==> config.mk <==
export PLATFORM = sky130hd
export DESIGN_NAME = foh_interp_datapath
export DESIGN_NICKNAME = d
export VERILOG_FILES = /design/src/rtl/foh_pkg.sv /design/src/rtl/foh_shift_engine.sv /design/src/rtl/foh_interp_datapath.sv
export SDC_FILE = /design/constraint.sdc
export NUM_CORES = 1
export LEC_CHECK = 0
export ABC_AREA = 0
export CORE_MARGIN = 4
export CORE_UTILIZATION = 58
export CTS_BUF_LIST = sky130_fd_sc_hd__clkbuf_4 sky130_fd_sc_hd__clkbuf_8 sky130_fd_sc_hd__clkbuf_16
export CTS_CLUSTER_DIAMETER = 50
export CTS_CLUSTER_SIZE = 16
export DETAILED_ROUTE_END_ITERATION = 7
export PLACE_DENSITY = 0.81
export SLEW_MARGIN = 10
export SYNTH_ARGS = -nofsm -noshare
export SYNTH_HDL_FRONTEND = slang
export SYNTH_HIERARCHICAL = 1
export SYNTH_SLANG_ARGS = --single-unit
==> constraint.sdc <==
create_clock -name CLOCK -period 3.4 [get_ports CLOCK]
set_input_delay 0.68 -clock CLOCK [delete_from_list [all_inputs] [get_ports CLOCK]]
set_output_delay 0.68 -clock CLOCK [all_outputs]
set_load 0.005 [all_outputs]
==> src/rtl/foh_pkg.sv <==
// ============================================================================
// foh_pkg : shared codes, default widths and width helpers for the FOH datapath
// Revision: 1.0
// ============================================================================
`default_nettype none

package foh_pkg;

    localparam logic [2:0] REG_HOLD = 3'b000;
    localparam logic [2:0] REG_LOAD = 3'b001;

    localparam int DEF_DATA_W = 12;
    localparam int DEF_LOG2_N = 3;

    // Accumulator holds A*N plus up to N-1 slope steps, so it needs LOG2_N extra bits and a sign bit.
    function automatic int acc_width(input int data_w, input int log2_n);
        return data_w + log2_n + 1;
    endfunction

    function automatic int cnt_width(input int log2_n);
        return $clog2(log2_n + 1);
    endfunction

endpackage

`default_nettype wire

==> src/rtl/foh_shift_engine.sv <==
// ============================================================================
// foh_shift_engine : snapshots ACC, shifts it right by LOG2_N one bit per cycle
// and strobes the final value out.  Revision: 1.0
// ============================================================================
`default_nettype none

module foh_shift_engine
    import foh_pkg::*;
#(
    parameter int DATA_W = DEF_DATA_W,
    parameter int LOG2_N = DEF_LOG2_N
) (
    input  logic                                    CLOCK,
    input  logic                                    RESET,
    input  logic                                    start,
    input  logic signed [acc_width(DATA_W, LOG2_N)-1:0] acc_in,
    output logic [DATA_W-1:0]                       interp_out,
    output logic                                    interp_valid,
    output logic                                    shift_done
);

    localparam int ACC_W = acc_width(DATA_W, LOG2_N);
    localparam int CNT_W = cnt_width(LOG2_N);

    logic signed [ACC_W-1:0] r_shreg;
    logic [CNT_W-1:0]        r_cnt;
    logic [DATA_W-1:0]       r_out;
    logic                    r_pulse;
    logic signed [ACC_W-1:0] w_shifted;

    assign w_shifted = r_shreg >>> 1;

    // A new start always wins, which silently abandons any shift already in flight.
    always_ff @(posedge CLOCK) begin
        if (RESET) begin
            r_shreg <= '0;
            r_cnt   <= '0;
            r_out   <= '0;
            r_pulse <= 1'b0;
        end else if (start) begin
            r_shreg <= acc_in;
            r_cnt   <= CNT_W'(LOG2_N);
            r_pulse <= 1'b0;
        end else if (r_cnt != '0) begin
            r_shreg <= w_shifted;
            r_cnt   <= r_cnt - 1'b1;
            if (r_cnt == CNT_W'(1)) begin
                r_out   <= w_shifted[DATA_W-1:0];
                r_pulse <= 1'b1;
            end else begin
                r_pulse <= 1'b0;
            end
        end else begin
            r_pulse <= 1'b0;
        end
    end

    assign interp_out   = r_out;
    assign interp_valid = r_pulse;
    assign shift_done   = r_pulse;

endmodule

`default_nettype wire

==> src/rtl/foh_interp_datapath.sv <==
// ============================================================================
// foh_interp_datapath : A/B sample registers, slope D, accumulator and point
// counter for the first-order-hold interpolator.  Revision: 1.0
// ============================================================================
`default_nettype none

module foh_interp_datapath
    import foh_pkg::*;
#(
    parameter int DATA_W = DEF_DATA_W,
    parameter int LOG2_N = DEF_LOG2_N
) (
    input  logic              CLOCK,
    input  logic              RESET,
    input  logic [DATA_W-1:0] sample_in,
    input  logic [2:0]        RegA,
    input  logic [2:0]        RegB,
    input  logic [2:0]        RegC,
    input  logic              init_C,
    input  logic              interpolate_count_ENP,
    input  logic              sample_rdy,
    output logic [DATA_W-1:0] interp_out,
    output logic              interp_valid,
    output logic              shift_done,
    output logic              interpolate_count
);

    localparam int ACC_W = acc_width(DATA_W, LOG2_N);
    localparam logic [LOG2_N-1:0] c_k_max = '1;

    logic [DATA_W-1:0]       r_a;
    logic [DATA_W-1:0]       r_b;
    logic signed [DATA_W:0]  r_d;
    logic signed [ACC_W-1:0] r_acc;
    logic [LOG2_N-1:0]       r_k;
    logic signed [ACC_W-1:0] w_d_ext;
    logic signed [ACC_W-1:0] w_seed;

    assign w_d_ext = {{LOG2_N{r_d[DATA_W]}}, r_d};
    assign w_seed  = $signed({1'b0, r_a, {LOG2_N{1'b0}}});

    always_ff @(posedge CLOCK) begin
        if (RESET) begin
            r_a   <= '0;
            r_b   <= '0;
            r_d   <= '0;
            r_acc <= '0;
            r_k   <= '0;
        end else begin
            if (RegA == REG_LOAD) r_a <= sample_in;
            if (RegB == REG_LOAD) r_b <= sample_in;

            if (init_C) begin
                r_d <= $signed({1'b0, r_b}) - $signed({1'b0, r_a});
            end

            if (RegC == REG_LOAD) begin
                r_acc <= init_C ? w_seed : r_acc + w_d_ext;
            end

            // Clearing on init_C takes priority over counting.
            if (init_C) begin
                r_k <= '0;
            end else if (interpolate_count_ENP && (r_k != c_k_max)) begin
                r_k <= r_k + 1'b1;
            end
        end
    end

    assign interpolate_count = (r_k == c_k_max);

    foh_shift_engine #(
        .DATA_W (DATA_W),
        .LOG2_N (LOG2_N)
    ) u_shift_engine (
        .CLOCK        (CLOCK),
        .RESET        (RESET),
        .start        (sample_rdy),
        .acc_in       (r_acc),
        .interp_out   (interp_out),
        .interp_valid (interp_valid),
        .shift_done   (shift_done)
    );

endmodule

`default_nettype wire

Yosys cells after proc, flatten, opt, wreduce, memory -nomap -nowiden
Cells that the tools add are included.
{ "word_totals": {"out_inout_bits": 15, "reg_bits": 87, "in_bits": 26} }
{ "classes": {"add_sub_neg": 4, "bitwise": 2, "eq_ne": 6, "muxes": 6, "n_reduce_logical": 6} }
{ "ops": {"columns": ["operator", "count"], "rows": [
  ["16-bit two-way mux", 2],
  ["16-bit by 13-bit adder with 16-bit output", 1],
  ["15-bit two-way mux", 1],
  ["12-bit by 12-bit subtractor with 13-bit output", 1],
  ["3-bit by 1-bit == test with 1-bit output (second input constant)", 3],
  ["2-bit two-way mux", 2],
  ["2-bit nonzero test", 2],
  ["3-bit by 1-bit adder with 3-bit output (second input constant)", 1],
  ["3-bit == test (second input constant)", 1],
  ["3-bit inequality test (second input constant)", 1],
  ["3-bit AND reduction", 1],
  ["3-bit OR reduction", 1],
  ["2-bit by 1-bit == test with 1-bit output (second input constant)", 1],
  ["1-bit inverter", 2],
  ["2-bit OR reduction", 1],
  ["2-bit by 1-bit subtractor with 2-bit output (second input constant)", 1],
  ["1-bit logical AND", 1],
  ["1-bit two-way mux", 1]
]} }

Logic depth before layout (Yosys ltp)
{ "logic_depth": {"ltp_word": 3, "depth_mapped": 11, "mapped_depth_nobuf": 11} }

Cells and area by module
Netlist, hierarchy kept.
{ "by_module_without_submodules": {"columns": ["module", "cells_each", "area_each_um2", "n_inst"], "rows": [
  ["foh_interp_datapath", 409, 3383.2, 1],
  ["foh_shift_engine", 119, 1288.7, 1]
]} }

Worst setup path before layout
OpenSTA, ideal clock, no wires.
{ "synth_path": {"path_kind": "reg-to-reg", "start": "register r_b[0]", "end": "register r_d[8]", "t_arrival_ps": 2202, "setup_ps": 106, "path_slack_ps": 1092, "path_stages_with_launch": 12, "period_less_slack_ps": 2308, "cell_sequence": "dfxtp_1 > inv_1 > ha_1 > fa_1 > nor2b_1 > o21ai_0 > nand2b_1 > a21o_1 > a221o_1 > a21oi_1 > or4b_2 > o311ai_0"} }
{ "synth_via": {"elab_chain_len": 1} }
{ "synth_lines": {"columns": ["element", "line", "rtl"], "rows": [
  ["start: declaration", "foh_interp_datapath.sv:32", "logic [DATA_W-1:0] r_b;"],
  ["start signal: assignment", "foh_interp_datapath.sv:51", "if (RegB == REG_LOAD) r_b <= sample_in;"],
  ["12-bit by 12-bit subtractor with 13-bit output", "foh_interp_datapath.sv:54", "r_d <= $signed({1'b0, r_b}) - $signed({1'b0, r_a});"],
  ["end signal: assignment", "foh_interp_datapath.sv:54", null],
  ["end: declaration", "foh_interp_datapath.sv:33", "logic signed [DATA_W:0] r_d;"]
]} }
No other way between the ends.
A chain may end at the register's enable or synchronous reset.

Worst setup path in the final report
{ "layout_path": {"start": "register r_a[2]", "end": "register r_d[11]"} }
{ "layout_via": {"elab_chain_len": 1} }
{ "layout_lines": {"columns": ["element", "line", "rtl"], "rows": [
  ["start: declaration", "foh_interp_datapath.sv:31", "logic [DATA_W-1:0] r_a;"],
  ["start signal: assignment", "foh_interp_datapath.sv:50", "if (RegA == REG_LOAD) r_a <= sample_in;"],
  ["12-bit by 12-bit subtractor with 13-bit output", "foh_interp_datapath.sv:54", null]
]} }
No other way between the ends.

==> metrics.cfg <==
[outcome]
outcome=completed

[critical_path]
crit_chain=inv_1, ha_1, o21ai_0, a21oi_1, nor2_1, o21ai_0, a2111oi_0, a21oi_1, xnor2_1, o21ai_0
r2r_end=r_d[11]
critPathRequiredTime_ns=3.64
cpMostUsedCell=o21ai_0
slowest_delay_ns=0.69
start_kind=flip-flop
critPathMaxFanout=4
rrSetupSlack_ns=0.80
worstReg2RegStart=r_a[2]
crit_slowest_cell=a2111oi_0
worst_ep_arrival_time_ns=2.84
path_class=reg -> reg
r2r_cells=10
crit_start=r_a[2]
cp-end-kind=flip-flop

[grt]
gr-usage-met3_pct=3.929
grt_pass1_wl_um=16530
met1_usage_pct=25.95
use_met2_pct=35.00
grt_pass1_vias=3599
top_usage_layer=met2
overflow=0
grt_max_degree=52
grt_antenna_before_repair=0
grtUsageTotal_pct=20.57

[die]
core-area_sq_um=7767
pin_count=41
dieArea_sq_um=9555
fp-row-count=32
dieHeight_um=97.75
die_w_um=97.75
start_util_pct=60.15

[synthesis]
syn_area_sq_um=4672
synthSimpleGateAreaFrac_pct=18.02
synth-main-ff-cell=dfxtp_1
synth-seq-cells=86
synth_xor_area_share_pct=3.562
ys_types=55
synth_edf_count=0
seq_area_frac_synth_pct=36.85
synth_compound_area_share_pct=14.25
synth_fp_nets=587
synthArstFlopShare_pct=0
postSynthAreaPerCell_sq_um=8.848
yosys_warnings=6
synth_commonest_cells=104 x nor2_1, 86 x dfxtp_1, 49 x mux2i_1
yosys.area.top_type=dfxtp_1
netlist_instances=528
synth_top_family_by_area=simple AND/OR/NAND/NOR gates
synth_mux_area_share_pct=13.63
synthTopCellsByArea=dfxtp_1 37%, mux2i_1 10%, nor2_1 8.4%
yosysMostFrequentCell=nor2_1
post_synth_fa_ha_maj_area_fraction_pct=9.159
yosysTopAreaCellShare_pct=36.85

[place]
place.port_buffers=40
dp_hpwl_um=6711
place_ws_ns=0.8696
place_congestion=0.8743

[cts]
cts_tree=done
worstSkewPairLatency_ns=0.35
cts.htree.levels=3
clkSinkCount=86
clk_path_buf_depth=2
cts_root_buf=clkbuf_8
cts_hold_buf=0
clkSlewWorstSetupHoldPaths_ns=0.09
numCtsBuffers=9
cts_setup_buffers=0
post_cts_resized=0

[detailed_routing]
wl_per_cell_um=14.48
ant_nets=0
dr.pass1.iters=5
drc_errors=0
drt_iter0_drc=251
routed_wl_um=9630
vias=3698
vias_per_cell=5.561

[timing]
max_freq_ghz=0.3840
worstMarginPinSlew_ns=0.8996
finalSetupViolCount=0
slew_headroom_pct=40.02
finalHoldViolCount=0
layout_min_cycle_time_ns=2.604
finalMaxSlewViolations=0
rsz0062_at_grt=false
tns_ns=0
fin_ws_ns=0.7957
final.setup_skew_ns=0.01026
post-route-period-util_pct=76.60

[min_path]
holdPathEnd=r_d[11]
hp-start=r_d[11]
worstHoldPathCells=2
min_path_type=reg -> reg

[run]
drv_cap=0

[final_layout]
fin_nets=617
multi_input_area_sq_um=2754
areaGrowthSynthToFinish_pct=15.29
diodes=0
drive_gt1_share_pct=9.059
regArea_sq_um=1722
fillCellCount=617

[pwr]
ir_worst_vdd_mv=0.3029
clockPowerShare_pct=38.4
p_sw_mw=0.6147
switching_share_pct=25.38
seqPwrFrac_pct=44.7
p_int_mw=1.807
p_per_area_nw_per_um2=449.6
combPwrFrac_pct=16.8
power_leakage_nw=2.175

[registers in the layout (all words and copies together) (netlist names)]
name                         cells
u_shift_engine/interp_valid      1
r_a                             12
r_b                             12
u_shift_engine/interp_out       12
r_k                              3
r_acc                           16
u_shift_engine/r_shreg          15
u_shift_engine/r_cnt             2
r_d                             13
[layout make-up]
type / count / share of cell area (%)
Multi-Input combinational cell: 394 / 51.13
Sequential cell: 86 / 31.96
Timing Repair Buffer: 46 / 8.084
Clock inverter: 7 / 2.695
Tap cell: 102 / 2.369
Clock buffer: 9 / 2.300
Inverter: 21 / 1.463
[metrics by stage]
step / hold slack, ns / area (sq um) / power, mW / util, % / std cells
after floorplan: 0.4315 / 4672 / 1.410 / - / 528
after global placement: 0.4450 / 5117 / 1.492 / 65.88 / 649
after detailed placement: 0.4630 / 5117 / 1.506 / 65.88 / 649
after CTS: 0.4759 / 5386 / 2.438 / 69.35 / 665
after global routing: 0.5230 / 5386 / 2.539 / 69.35 / 665
final: 0.4710 / 5386 / 2.421 / 69.35 / 665
[how the worst max path moves through the flow]
stage                            to  slack (ns)  depth (start not counted)
after floorplan              r_d[8]        1.09                         11
final                       r_d[11]        0.80                         10
after global routing        r_d[11]        0.54                         10
after CTS                   r_d[11]        0.75                         10
after detailed placement  r_acc[15]        0.87                          4
after global placement    r_acc[15]        0.89                          4
[worst max-delay path: cells and delay by family (launching register included)]
family          cells  cell delay, ns
xor+xnor            1            0.18
buf+inv             1            0.06
compound gates      6            1.42
simple gates        1            0.16
flops               1            0.34
fa+ha+maj           1            0.35
[cell usage in the layout, fill, tap and decap left out, drive strengths merged, types with 2 or more instances in the layout]
cell type,synthesis,final
bufinv,0,4
nand3b,2,2
a21oi,37,37
a221o,2,2
o211ai,4,4
mux2,13,13
a21o,6,6
buf,10,8
inv,21,22
ha,31,31
a211oi,12,12
xnor2,12,12
and2,2,2
and3,3,3
mux2i,49,49
nor2b,10,10
a31oi,3,3
clkbuf,17,9
nor3,13,13
xor2,7,7
fa,2,2
dfxtp,86,86
nand3,5,5
o21a,7,7
clkdlybuf4s50,0,38
nand2,19,19
nor3b,6,6
o22ai,2,2
nand2b,7,7
nor2,104,104
o21ai,18,18
o311ai,2,2
[cell families (layout without fill, tap and decap cells)]
group / count (synthesis) / count (layout)
and+or+nand+nor: 178 / 178
AOI/OAI and AO/OA: 102 / 102
DFF: 86 / 86
muxes: 62 / 62
buffers and inverters: 48 / 83
adders and majority gates: 33 / 33
xor gates and xnor gates: 19 / 19
[metal layers]
| layer | up-vias | part of all wire (%) |
|---|---|---|
| met1 | 1677 | 46 |
| met4 | 0 | 1.4 |
| li1 | 1906 | - |
| met5 | - | 0 |
| met2 | 102 | 47 |
| met3 | 13 | 6.0 |
[power groups by stage]
| stage | combinational (mW) | clock (mW) | sequential, mW |
|---|---|---|---|
| finish | 0.407 | 0.931 | 1.08 |
| CTS | 0.406 | 0.948 | 1.08 |
| global placement | 0.388 | 0 | 1.10 |
| floorplan | 0.315 | 0 | 1.10 |
| detailed placement | 0.400 | 0 | 1.11 |
| global route | 0.456 | 0.994 | 1.09 |
Note: power is estimated with default switching activity, not from simulation.
